## src/rtl/ring_osc_sampler.sv

```systemverilog
// Multi-ring oscillator sampler: per-ring high-time counts over a 2^WINDOW_LOG2
// window, plus an XOR-combined raw stream debiased with a von Neumann extractor.

module ring_osc_ring #(
  parameter int STAGES = 100
) (
  input  logic i_clk,
  output logic o_osc
);
`ifdef SYNTHESIS
  (* keep *) logic [STAGES-1:0] w_dly;

  assign w_dly[0] = ~w_dly[STAGES-1];
  for (genvar s = 1; s < STAGES; s++) begin : g_buf
    assign w_dly[s] = w_dly[s-1];
  end
  assign o_osc = w_dly[0];
`else
  // Simulators cannot settle a combinational ring; stand in with a free-running
  // toggle whose half-period tracks the stage count. Never reset, like the ring.
  logic [15:0] r_div;
  logic        r_osc;

  always_ff @(posedge i_clk) begin
    if (r_div == 16'(STAGES - 1)) begin
      r_div <= '0;
      r_osc <= ~r_osc;
    end else begin
      r_div <= r_div + 16'd1;
    end
  end
  assign o_osc = r_osc;
`endif
endmodule

module ring_osc_sampler #(
  parameter int NUM_RINGS   = 4,
  parameter int DELAY_BASE  = 100,
  parameter int DELAY_STEP  = 6,
  parameter int CNT_WIDTH   = 16,
  parameter int WINDOW_LOG2 = 10
) (
  input  logic                           i_clk,
  input  logic                           i_rst,
  input  logic                           i_start,
  input  logic                           i_continuous,
  input  logic                           i_test_en,
  input  logic [NUM_RINGS-1:0]           i_test_in,
  output logic                           o_busy,
  output logic                           o_done,
  output logic [NUM_RINGS*CNT_WIDTH-1:0] o_count_out,
  output logic [NUM_RINGS-1:0]           o_ovf,
  output logic                           o_rand_bit,
  output logic                           o_rand_valid
);
  typedef enum logic [1:0] {S_IDLE, S_MEASURE, S_REPORT} state_t;

  state_t                              r_state, w_next;
  logic                                w_load;
  logic [NUM_RINGS-1:0]                w_osc, w_src, r_sync0, r_wobble;
  logic [NUM_RINGS-1:0][CNT_WIDTH-1:0] r_cnt;
  logic [WINDOW_LOG2-1:0]              r_win;
  logic                                r_raw_q, r_phase, r_first;

  for (genvar i = 0; i < NUM_RINGS; i++) begin : g_ring
    ring_osc_ring #(.STAGES(DELAY_BASE + i*DELAY_STEP)) u_ring (
      .i_clk (i_clk),
      .o_osc (w_osc[i])
    );
  end

  assign w_src = i_test_en ? i_test_in : w_osc;

  always_ff @(posedge i_clk or posedge i_rst) begin
    if (i_rst) begin
      r_sync0  <= '0;
      r_wobble <= '0;
    end else begin
      r_sync0  <= w_src;
      r_wobble <= r_sync0;
    end
  end

  always_ff @(posedge i_clk or posedge i_rst) begin
    if (i_rst) r_state <= S_IDLE;
    else       r_state <= w_next;
  end

  always_comb begin
    w_next = r_state;
    w_load = 1'b0;
    case (r_state)
      S_IDLE:    if (i_start) begin
                   w_next = S_MEASURE;
                   w_load = 1'b1;
                 end
      S_MEASURE: if (r_win == '0) w_next = S_REPORT;
      S_REPORT:  if (i_continuous) begin
                   w_next = S_MEASURE;
                   w_load = 1'b1;
                 end else begin
                   w_next = S_IDLE;
                 end
      default:   w_next = S_IDLE;
    endcase
  end

  assign o_busy = (r_state != S_IDLE);

  always_ff @(posedge i_clk or posedge i_rst) begin
    if (i_rst) begin
      r_cnt <= '0;
      o_ovf <= '0;
      r_win <= '0;
    end else if (w_load) begin
      r_cnt <= '0;
      o_ovf <= '0;
      r_win <= '1;
    end else if (r_state == S_MEASURE) begin
      r_win <= r_win - 1'b1;
      for (int i = 0; i < NUM_RINGS; i++) begin
        if (r_wobble[i]) begin
          if (r_cnt[i] == '1) o_ovf[i] <= 1'b1;
          else                r_cnt[i] <= r_cnt[i] + 1'b1;
        end
      end
    end
  end

  // Snapshot happens on the same edge that may reload counters for the next window.
  always_ff @(posedge i_clk or posedge i_rst) begin
    if (i_rst) begin
      o_count_out <= '0;
      o_done      <= 1'b0;
    end else begin
      o_done <= (r_state == S_REPORT);
      if (r_state == S_REPORT) o_count_out <= r_cnt;
    end
  end

  always_ff @(posedge i_clk or posedge i_rst) begin
    if (i_rst) begin
      r_raw_q      <= 1'b0;
      r_phase      <= 1'b0;
      r_first      <= 1'b0;
      o_rand_bit   <= 1'b0;
      o_rand_valid <= 1'b0;
    end else begin
      r_raw_q      <= ^r_wobble;
      r_phase      <= ~r_phase;
      o_rand_valid <= r_phase && (r_first != r_raw_q);
      if (!r_phase) r_first <= r_raw_q;
      if (r_phase && (r_first != r_raw_q)) o_rand_bit <= r_first;
    end
  end
endmodule
```

## config.mk

```make
export PLATFORM = sky130hd
export DESIGN_NAME = ring_osc_sampler
export DESIGN_NICKNAME = d
export VERILOG_FILES = /design/src/rtl/ring_osc_sampler.sv
export SDC_FILE = /design/constraint.sdc
export NUM_CORES = 1
export LEC_CHECK = 0
export CORE_MARGIN = 10
export CORE_UTILIZATION = 45
export DETAILED_ROUTE_END_ITERATION = 16
export PLACE_DENSITY = 0.63
export SLEW_MARGIN = 25
export SYNTH_ARGS = -nofsm -noshare
export SYNTH_HDL_FRONTEND = slang
export SYNTH_SLANG_ARGS = --single-unit
```

## constraint.sdc

```tcl
create_clock -name i_clk -period 9.43 [get_ports i_clk]
set_input_delay 1.4145 -clock i_clk [delete_from_list [all_inputs] [get_ports i_clk]]
set_output_delay 1.4145 -clock i_clk [all_outputs]
set_load 0.01 [all_outputs]
```

==> results.md <==
- The highest clock frequency the design can meet is 0.296 GHz.
- The final sum of negative setup slack is 0 ns.
- The final-report setup violation count is 0.
- The number of inserted filler cells in the final layout is 1400.
- Counting along the longest clock path gives a buffer depth of 2.
- In the final routed layout, each cell accounts on average for 17.1 µm.
- The root buffer cell chosen for the clock tree is clkbuf_16.
- The total core area is around 16000 µm².
- Setup repair after global routing left no endpoint under its margin.
- Entering global routing, the biggest net connects 96 pins.
- The slew at the pin closest to its max-slew limit is about 0.94 ns.
- The final critical path time including I/O delays and setup is 3.38 ns.
- The power after layout is 1.77 mW.
- Measured along the x axis, the die boundary spans between 100 and 150 µm.
- The clock buffer count from CTS is 17.
- The final weighted congestion in routability-driven placement is roughly 0.9.
- In the post-route analysis, the smallest setup slack over all paths is 6.05 ns.
- Summing all flip-flop and latch instances after layout gives 3950 µm².
- In the final routing, the length of wire on met1 measures 7500 µm.
- The synthesized netlist occupies a cell area of roughly 7500 µm².
- The worst vdd rail ir drop is around 0.13 mV.
- The final global-route overflow total is 0.
- The top-level port count is 81.
- Summing over every cut layer, the via total after detailed routing is 5715.
- In the routed design, unresolved DRC markers number 0.
- The global-route wire length before repair is 28300 µm.
- The type of destination of the critical path is a flop.
- The part of the power in combinational logic is 10.9%.
- The number of instances resized during post-cts repair is 0.
- The commonest non-fill, non-tap cell in the layout is dfrtp_1.
- The total power density per cell area is 195 nW/µm².
- In the layout the commonest cells are 158 x dfrtp_1, 79 x clkdlybuf4s50_1, 67 x nand2_1.
- The kind of launch point of the worst setup path is an input pin.
- The flow ran to the end, and the final reports show no timing, DRC or antenna violations.
- The number of nets at the end of the flow is a little under 800.
- Of the total power, the share spent switching nets is a little over a quarter.
- Dividing the detail-routed via count by the number of cells gives 5.76.
- The area occupied by multi-input gates is 3260 µm².
- Of the cells placed in the final design, the portion with a size suffix greater than 1 is between 10 and 15%.
- The path class of the tightest hold or removal check is flop to flop.
- The TritonCTS clock tree is done.
- Hold timing on the final database bottoms out at a slack of 0.349 ns.
- For the worst-skew pair, the clock arrives at the later sink with an insertion delay of 0.44 ns.
- For this run, the share of the core covered by cells in the final layout is 55.1%.
- The power share of the sequential group is between 40 and 50%.
- Before CTS, the worst setup slack after placement is 5.65 ns.
- The placed instance count is between 900 and 1000.
- In this run the core area contains 47 standard-cell rows.
- After detailed routing, the met2 layer carries 8170 µm of wire.
- When the netlist entered floorplanning its net count stood at between 700 and 800.
- The HPWL after detailed placement is about 11000 µm.
- Once placement finished, the instance area stood at 8430 µm².
- The CTS clock-pin slew for the worst setup and hold paths is about 0.060 ns.
- Once the floorplan was initialized, standard cells occupied 45.5% of the core.
- The first TritonRoute pass finished after 5 iterations.
- The clock network fraction of design power is about two fifths.
- For the worst setup path, the data required time is 9.77 ns.
- After clock tree synthesis, the setup repair step added 0 buffers.
- The depth of the CTS H-tree is 4.
- Input and output buffers added on the ports amount to 79.
- The post-route antenna net violation count is 0.
- For this design the static power due to leakage is 3.83 nW.
- The count of yosys warnings during synthesis is 4.
- The critical path class is input pin to flop.
- The final hold violation count is 0.
- The post-synthesis average cell area is 10.7 µm².
- After clock tree synthesis, the flow added hold-fix buffers numbering 0.
- The number of standard cells in the layout, taps in and fillers out is a little under 1000.
- On the final layout, the worst clock skew is 0.0120 ns.
- The area growth from synthesis to layout is 21.3%.
- Routed signal wires occupy layers up through met4.
- The total length of routed met3 wires is between 900 and 1000 µm.
- The finished cells cover 9050 µm².
- Synthesis produced 694 cells.
- The critical-path maximum fanout is 31.
- Of the available clock period, the critical path in the final layout requires 35.8%.
- The tightest slew margin relative to the limit is 36.7%.
- The switching power is around 0.47 mW.
- The chip height is 149 µm.
- Cell internal power was estimated by the tool at 1.30 mW.
- The number of sinks driven by the clock tree is between 150 and 200.
- In the global route stage, overall resource usage came out at 15.7%.
- The number of DRC violations after detailed-routing iteration 0 is 482.
- The max-slew violation total from the final report was 0.
- The via count of the first global-routing pass was ~5500.
- The initial antenna violation count is 0.
- Summed over all layers, the routed wires come to 16900 µm.
- The floorplan step defined a die boundary enclosing 22100 µm².
- 0 antenna diodes ended up in the layout.
- The tool flagged a number of max-cap violations equal to 0.
- The arrival time at the worst endpoint is approximately 3.7 ns.
## sequential cells by signal, summed over array words and instances, names as in the netlist
name and count:
o_count_out 64, r_cnt 64, r_win 10, o_ovf 4
r_sync0 4, r_wobble 4, r_state 2, o_done 1
o_rand_bit 1, o_rand_valid 1, r_first 1, r_phase 1
r_raw_q 1
## worst paths after layout
path | start | end | slack (ns) | cells after the start
worst max-delay path | i_continuous | r_cnt[36]$_DFFE_PP0P_ | 6.05 | 6
worst min-delay path | r_sync0[2]$_DFF_PP0_ | r_wobble[2]$_DFF_PP0_ | 0.35 | 0
worst max register to register | r_cnt[16]$_DFFE_PP0P_ | r_cnt[20]$_DFFE_PP0P_ | 6.77 | 5
worst min register to register | r_sync0[2]$_DFF_PP0_ | r_wobble[2]$_DFF_PP0_ | 0.35 | 0
max in group asynchronous | i_rst | r_cnt[50]$_DFFE_PP0P_ | 6.53 | 3
min in group asynchronous | i_rst | o_count_out[55]$_DFFE_PP0N_ | 1.50 | 2
## power by group through the flow
stage	Combinational, mW	Sequential [mW]	Clock (mW)
5_1_grt	0.220	0.867	0.767
6_report	0.192	0.853	0.722
3_5_place_dp	0.192	0.862	0
3_3_place_gp	0.186	0.859	0
2_1_floorplan	0.167	0.820	0
4_1_cts	0.194	0.850	0.738
## per-layer routing
layer | global-route usage [%] | vias to the layer above
met3 | 4.25 | 29
met1 | 20.1 | 2808
met2 | 24.5 | 141
met4 | 6.87 | 0
met5 | 0 | -
li1 | - | 2737
## worst max-delay path, stage by stage
cell             delay [ns]
clkdlybuf4s50_1        0.40
mux2_2                 0.28
nand2b_1               0.49
buf_4                  0.45
o21ai_1                0.37
o221ai_1               0.30
## layout make-up
| class | instances | area share (%) |
|---|---|---|
| sequential | 158 | 43.7 |
| multi-input combinational | 472 | 36.1 |
| timing repair buffer | 85 | 9.24 |
| clock buffer | 26 | 5.41 |
| tap | 220 | 3.04 |
| clock inverter | 6 | 1.44 |
| inverter | 25 | 1.09 |
No activity file was read; power rests on OpenSTA's default activity.
